## src/rtl/bp_pkg.sv

```systemverilog
// Shared definitions for the BHT branch predictor: FSM encoding, counter constants
// derived from the counter width, and the parameter legality check.
package bp_pkg;

    typedef enum logic {
        BP_INIT  = 1'b0,
        BP_READY = 1'b1
    } bp_state_e;

    // Weakly-not-taken: the largest value whose MSB is still clear.
    function automatic int weak_nt(input int ctr_bits);
        return (1 << (ctr_bits - 1)) - 1;
    endfunction

    function automatic int max_ctr(input int ctr_bits);
        return (1 << ctr_bits) - 1;
    endfunction

    function automatic bit params_legal(input int entries, input int ctr_bits, input int ghr_bits);
        int idx_w;
        idx_w = $clog2(entries);
        return (entries >= 4) && ((entries & (entries - 1)) == 0) &&
               (ctr_bits >= 1) && (ctr_bits <= 4) &&
               (ghr_bits >= 0) && (ghr_bits <= idx_w);
    endfunction

endpackage

```

## src/rtl/branch_predictor_bht_if.sv

```systemverilog
// Decode-side lookup and MEM-side update bundle for the BHT predictor.
// master = CPU pipeline, slave = predictor.
interface branch_predictor_bht_if #(
    parameter int IDX_W = 6
);
    logic              lookup_valid;
    logic [31:0]       lookup_pc;
    logic [31:0]       lookup_offset;
    logic              prediction;
    logic [31:0]       branch_addr;
    logic [IDX_W-1:0]  lookup_index;
    logic              update_valid;
    logic [IDX_W-1:0]  update_index;
    logic              update_taken;
    logic              ready;

    modport master (
        output lookup_valid, lookup_pc, lookup_offset,
        output update_valid, update_index, update_taken,
        input  prediction, branch_addr, lookup_index, ready
    );

    modport slave (
        input  lookup_valid, lookup_pc, lookup_offset,
        input  update_valid, update_index, update_taken,
        output prediction, branch_addr, lookup_index, ready
    );
endinterface

```

## src/rtl/bp_counter_ram.sv

```systemverilog
// ENTRIES x CTR_BITS counter storage: asynchronous reads, one synchronous write.
// Lookup and update both read the table in the same cycle, hence two read taps.
module bp_counter_ram #(
    parameter int ENTRIES  = 64,
    parameter int CTR_BITS = 2,
    parameter int IDX_W    = $clog2(ENTRIES)
) (
    input  logic                clk,
    input  logic [IDX_W-1:0]    rd_addr,
    output logic [CTR_BITS-1:0] rd_data,
    input  logic [IDX_W-1:0]    upd_addr,
    output logic [CTR_BITS-1:0] upd_data,
    input  logic                wr_en,
    input  logic [IDX_W-1:0]    wr_addr,
    input  logic [CTR_BITS-1:0] wr_data
);
    logic [CTR_BITS-1:0] mem [ENTRIES];

    assign rd_data  = mem[rd_addr];
    assign upd_data = mem[upd_addr];

    always_ff @(posedge clk) begin
        if (wr_en) mem[wr_addr] <= wr_data;
    end
endmodule

```

## src/rtl/branch_predictor_bht.sv

```systemverilog
// Saturating-counter branch history table, bimodal or gshare indexed.
// Owns the init sweep FSM, global history and the counter update path.
module branch_predictor_bht
    import bp_pkg::*;
#(
    parameter int ENTRIES  = 64,
    parameter int CTR_BITS = 2,
    parameter int GHR_BITS = 0
) (
    input  logic                  clk,
    input  logic                  rst,
    branch_predictor_bht_if.slave bp
);
    localparam int IDX_W = $clog2(ENTRIES);
    localparam logic [CTR_BITS-1:0] WEAK = CTR_BITS'(weak_nt(CTR_BITS));
    localparam logic [CTR_BITS-1:0] MAXC = CTR_BITS'(max_ctr(CTR_BITS));

    if (!params_legal(ENTRIES, CTR_BITS, GHR_BITS)) begin : g_bad_params
        $error("branch_predictor_bht: illegal ENTRIES/CTR_BITS/GHR_BITS");
    end

    bp_state_e           state, state_nxt;
    logic [IDX_W-1:0]    ptr;
    logic                sweep_en;
    logic                ready_int;
    logic [IDX_W-1:0]    ghr_idx;
    logic [IDX_W-1:0]    lookup_idx;
    logic [CTR_BITS-1:0] rd_ctr, upd_ctr, sat_ctr;
    logic                upd_en;
    logic                wr_en;
    logic [IDX_W-1:0]    wr_addr;
    logic [CTR_BITS-1:0] wr_data;
    logic                unused_pc_bits;

    always_ff @(posedge clk) begin
        if (rst) state <= BP_INIT;
        else     state <= state_nxt;
    end

    always_comb begin
        state_nxt = state;
        case (state)
            BP_INIT:  if (ptr == IDX_W'(ENTRIES - 1)) state_nxt = BP_READY;
            BP_READY: state_nxt = BP_READY;
            default:  state_nxt = BP_INIT;
        endcase
    end

    // rst gates the outputs combinationally so nothing leaks during the reset cycle.
    always_comb begin
        sweep_en  = 1'b0;
        ready_int = 1'b0;
        case (state)
            BP_INIT:  sweep_en  = !rst;
            BP_READY: ready_int = !rst;
            default:  ;
        endcase
    end

    always_ff @(posedge clk) begin
        if (rst)           ptr <= '0;
        else if (sweep_en) ptr <= ptr + 1'b1;
    end

    if (GHR_BITS > 0) begin : g_ghr
        logic [GHR_BITS-1:0] ghr;

        // Newest outcome enters at the LSB.
        always_ff @(posedge clk) begin
            if (rst)                               ghr <= '0;
            else if (ready_int && bp.update_valid) ghr <= GHR_BITS'({ghr, bp.update_taken});
        end

        assign ghr_idx = rst ? '0 : IDX_W'(ghr);
    end else begin : g_no_ghr
        assign ghr_idx = '0;
    end

    assign lookup_idx      = bp.lookup_pc[IDX_W+1:2] ^ ghr_idx;
    assign unused_pc_bits  = ^{bp.lookup_pc[31:IDX_W+2], bp.lookup_pc[1:0]};

    bp_counter_ram #(
        .ENTRIES  (ENTRIES),
        .CTR_BITS (CTR_BITS),
        .IDX_W    (IDX_W)
    ) u_ram (
        .clk      (clk),
        .rd_addr  (lookup_idx),
        .rd_data  (rd_ctr),
        .upd_addr (bp.update_index),
        .upd_data (upd_ctr),
        .wr_en    (wr_en),
        .wr_addr  (wr_addr),
        .wr_data  (wr_data)
    );

    always_comb begin
        sat_ctr = upd_ctr;
        if (bp.update_taken) begin
            if (upd_ctr != MAXC) sat_ctr = upd_ctr + 1'b1;
        end else begin
            if (upd_ctr != '0)   sat_ctr = upd_ctr - 1'b1;
        end
    end

    assign upd_en  = ready_int & bp.update_valid;
    assign wr_en   = sweep_en | upd_en;
    assign wr_addr = sweep_en ? ptr  : bp.update_index;
    assign wr_data = sweep_en ? WEAK : sat_ctr;

    assign bp.lookup_index = lookup_idx;
    assign bp.prediction   = ready_int & bp.lookup_valid & rd_ctr[CTR_BITS-1];
    assign bp.branch_addr  = bp.lookup_pc + bp.lookup_offset;
    assign bp.ready        = ready_int;
endmodule

```

## src/flat_wrapper.sv

```systemverilog
// flat-port wrapper written by rule: the top's interface ports become plain ports
module branch_predictor_bht_flat import bp_pkg::*;
#(
    parameter int ENTRIES  = 64,
    parameter int CTR_BITS = 2,
    parameter int GHR_BITS = 0
)
  (clk, rst, bp_lookup_valid, bp_lookup_pc, bp_lookup_offset, bp_update_valid, bp_update_index, bp_update_taken, bp_prediction, bp_branch_addr, bp_lookup_index, bp_ready);
  branch_predictor_bht_if #(.IDX_W((6))) bp_i ();
  input  logic clk;
  input  logic rst;
  input wire logic [$bits(bp_i.lookup_valid)-1:0] bp_lookup_valid;
  input wire logic [$bits(bp_i.lookup_pc)-1:0] bp_lookup_pc;
  input wire logic [$bits(bp_i.lookup_offset)-1:0] bp_lookup_offset;
  input wire logic [$bits(bp_i.update_valid)-1:0] bp_update_valid;
  input wire logic [$bits(bp_i.update_index)-1:0] bp_update_index;
  input wire logic [$bits(bp_i.update_taken)-1:0] bp_update_taken;
  output wire logic [$bits(bp_i.prediction)-1:0] bp_prediction;
  output wire logic [$bits(bp_i.branch_addr)-1:0] bp_branch_addr;
  output wire logic [$bits(bp_i.lookup_index)-1:0] bp_lookup_index;
  output wire logic [$bits(bp_i.ready)-1:0] bp_ready;
  assign bp_i.lookup_valid = bp_lookup_valid;
  assign bp_i.lookup_pc = bp_lookup_pc;
  assign bp_i.lookup_offset = bp_lookup_offset;
  assign bp_i.update_valid = bp_update_valid;
  assign bp_i.update_index = bp_update_index;
  assign bp_i.update_taken = bp_update_taken;
  assign bp_prediction = bp_i.prediction;
  assign bp_branch_addr = bp_i.branch_addr;
  assign bp_lookup_index = bp_i.lookup_index;
  assign bp_ready = bp_i.ready;
  branch_predictor_bht #(.ENTRIES(ENTRIES), .CTR_BITS(CTR_BITS), .GHR_BITS(GHR_BITS)) u_core (.clk(clk), .rst(rst), .bp(bp_i));
endmodule
```

## config.mk

```make
export PLATFORM = sky130hd
export DESIGN_NAME = branch_predictor_bht_flat
export DESIGN_NICKNAME = d
export VERILOG_FILES = /design/src/rtl/bp_pkg.sv /design/src/rtl/branch_predictor_bht_if.sv /design/src/rtl/bp_counter_ram.sv /design/src/rtl/branch_predictor_bht.sv /design/src/flat_wrapper.sv
export SDC_FILE = /design/constraint.sdc
export NUM_CORES = 1
export LEC_CHECK = 0
export CORE_MARGIN = 2
export CORE_UTILIZATION = 60
export CTS_CLUSTER_DIAMETER = 200
export DETAILED_ROUTE_END_ITERATION = 8
export PLACE_DENSITY_LB_ADDON = 0.12
export SYNTH_ARGS = -nofsm -noshare
export SYNTH_HDL_FRONTEND = slang
export SYNTH_SLANG_ARGS = --single-unit
```

## constraint.sdc

```tcl
create_clock -name clk -period 12.2 [get_ports clk]
set_input_delay 3.05 -clock clk [delete_from_list [all_inputs] [get_ports clk]]
set_output_delay 3.05 -clock clk [all_outputs]
set_load 0.01 [all_outputs]
```

==> results.tsv <==
metric	value	unit
mux cell area share after synthesis	19.2	%
synth cell count leaders	edfxtp_1, nor2_1, mux4_2, a21oi_1, nand2_1	
final hold slack	0.540	ns
Port Buffer Count	114	
most frequent cell after synthesis	edfxtp_1	
worst-margin pin slew	1.32	ns
Residual DRC	0	
Synth area leaders	edfxtp_1, mux4_2, mux4_1, ha_1, nor2_1	
endpoints failing setup	0	
initial antenna violation count	0	
Syn Nets	707	
Yosys top cell area share	48.7	%
Yosys top cell by area	edfxtp_1	
Max Fclk	99.2	MHz
Top FF cell, synth	edfxtp_1	
post-synthesis register bit count	135	
CTS resizes	0	
Post-CTS Setup Bufs	0	
Synth Area in Simple Gates	11.3	%
Compound-Gate Fraction of Synth Area	8.17	%
Num CTS Buffers	17	
synthesized cell area	7900	um^2
synth unique cells	55	
EDFF count, synth	128	
vias per cell	6.45	
gr usage total	29.7	%
Leakage Power	3.38	nW
Slew HR	11.8	%
hold_buf cts	0	
status	completed	
Clock Latency Late Sink	0.42	ns
Hold Vio Cnt, Final	0	
IO Pins	115	
CTS tree	built	
die area	14100	um^2
first-pass GRT wire length	31400	um
worst hold path class	reg -> reg	
cells after synthesis	599	
fin nets	817	
Worst Setup End Kind	output pin	
root buffer cell	clkbuf_16	
post-DP HPWL	13400	um
setup ws final	2.12	ns
antenna cells	0	
sequential share of the synthesized area	50.4	%
Max Slew Vio Count	0	
share of layout cells above drive strength 1	10.8	%
Async SR Flop Fraction	0	%
RSZ-0062 raised after global routing	no	
WL final	20100	um
Max-Cap Viols	0	
Worst EP required	9.15	ns
pre-CTS setup slack	2.14	ns
Max Buffers Root-to-Sink	2	
P&R area growth vs syn	23.0	%
syn avg cell area	13.2	um^2
Tcrit/Tclk final	82.6	%
post-route antenna net violation count	0	
clk slew on worst S/H paths	0.05	ns
XOR/XNOR Fraction of Synth Area	3.22	%
min cycle time layout	10.08	ns
drt pass-1 iters	7	
Core Area	12700	um^2
power density over cell area	131	nW/um^2
adder-cell share of the synthesized area	5.47	%
total gr overflow	0	
CTS sink cnt	135	
DRT iter0 DRCs	623	
Critical Path AT	7.03	ns
# rows	41	
largest family of logic cells by synthesized area	multiplexers	
via count of the first global-routing pass	5827	
Wirelength per Cell	22.5	um
worst setup path class	in -> out	
via count	5757	
GPL Wtd Cong	0.945	
H-tree Lvls	4	
VDD IR max	0.127	mV
initial core utilization	62.1	%
Startpoint Class	primary input	
clock skew	0.0117	ns
DIE HEIGHT	119	um
Max FO, Critical Path	18	
largest net degree at the start of global routing	53	
die width	119	um
Yosys warnings	0	
Setup TNS	0	ns
-- cell usage in the layout, fill, tap and decap left out, types with 7 or more instances in the layout --
| cell type | n |
|---|---|
| edfxtp_1 | 128 |
| clkdlybuf4s50_1 | 112 |
| nor2_1 | 104 |
| mux4_2 | 36 |
| a21oi_1 | 34 |
| nand2_1 | 33 |
| ha_1 | 32 |
| mux4_1 | 23 |
| o21ai_0 | 18 |
| nand3_1 | 17 |
| clkbuf_16 | 17 |
| xnor2_1 | 15 |
| xor2_1 | 14 |
| a21o_1 | 12 |
| nor2b_1 | 9 |
| o21a_1 | 8 |
| mux2i_1 | 8 |
| a211oi_1 | 8 |
| dfxtp_1 | 7 |
-- critical path, cell delays in order --
cell	delay (ns)
clkdlybuf4s50_1	0.96
ha_1	0.63
or3b_2	0.48
a41oi_1	0.27
o211ai_1	0.19
a21oi_1	0.32
a221oi_1	0.21
o21ai_0	0.23
xor2_1	0.15
clkdlybuf4s50_1	0.55
-- metrics by stage --
stage | power [mW] | area, um^2 | util, % | cells
2_1_floorplan | 0.673 | 7900 | - | 599
3_3_place_gp | 0.774 | 9130 | 71.7 | 862
3_5_place_dp | 0.779 | 9130 | 71.7 | 862
4_1_cts | 1.28 | 9710 | 76.3 | 893
5_1_grt | 1.32 | 9710 | 76.3 | 893
6_report | 1.27 | 9710 | 76.3 | 893
-- metal layers --
metal	GRT usage, %	up-vias	wire [um]
met3	8.11	71	1780
met1	36.4	2750	7640
li1	-	2574	-
met4	16.0	0	898
met2	48.0	362	9810
met5	0	-	0
-- worst paths after layout --
check,endpoint,startpoint,depth (start not counted),slack [ns]
max,bp_branch_addr[30],bp_lookup_pc[3],10,2.12
min,u_core.ptr[5]$_SDFFE_PP0P_,u_core.ptr[5]$_SDFFE_PP0P_,2,0.54
max reg2reg,u_core.u_ram.mem[59][0]$_DFFE_PP_,u_core.u_ram.mem[1][0]$_DFFE_PP_,9,8.29
min reg2reg,u_core.ptr[5]$_SDFFE_PP0P_,u_core.ptr[5]$_SDFFE_PP0P_,2,0.54
-- cells by family after synthesis --
group                      after synthesis
xor gates and xnor gates                29
AOI/OAI and AO/OA                      102
DFF                                    135
and+or+nand+nor                        198
muxes                                   69
adders and majority gates               34
buffers and inverters                   32
-- registers in the layout, indices dropped and copies added (netlist names) --
register / cells
u_core.state: 1
u_core.ptr: 6
u_core.u_ram.mem: 128
-- cell type report --
class	instances	area (um^2)
sequential	135	3980
clock inverter	14	160
tap	172	215
fill	807	3010
inverter	6	22.5
multi-input combinational	432	3750
clock buffer	17	425
timing repair buffer	117	1150
-- report_power, final --
part	leakage (nW)	total (mW)	switching (mW)	internal (mW)
sequential	1.21	0.521	0.00237	0.519
clock	0.276	0.500	0.183	0.317
combinational	1.90	0.253	0.126	0.126
total	3.38	1.27	0.312	0.962
No activity file was read; power rests on OpenSTA's default activity.
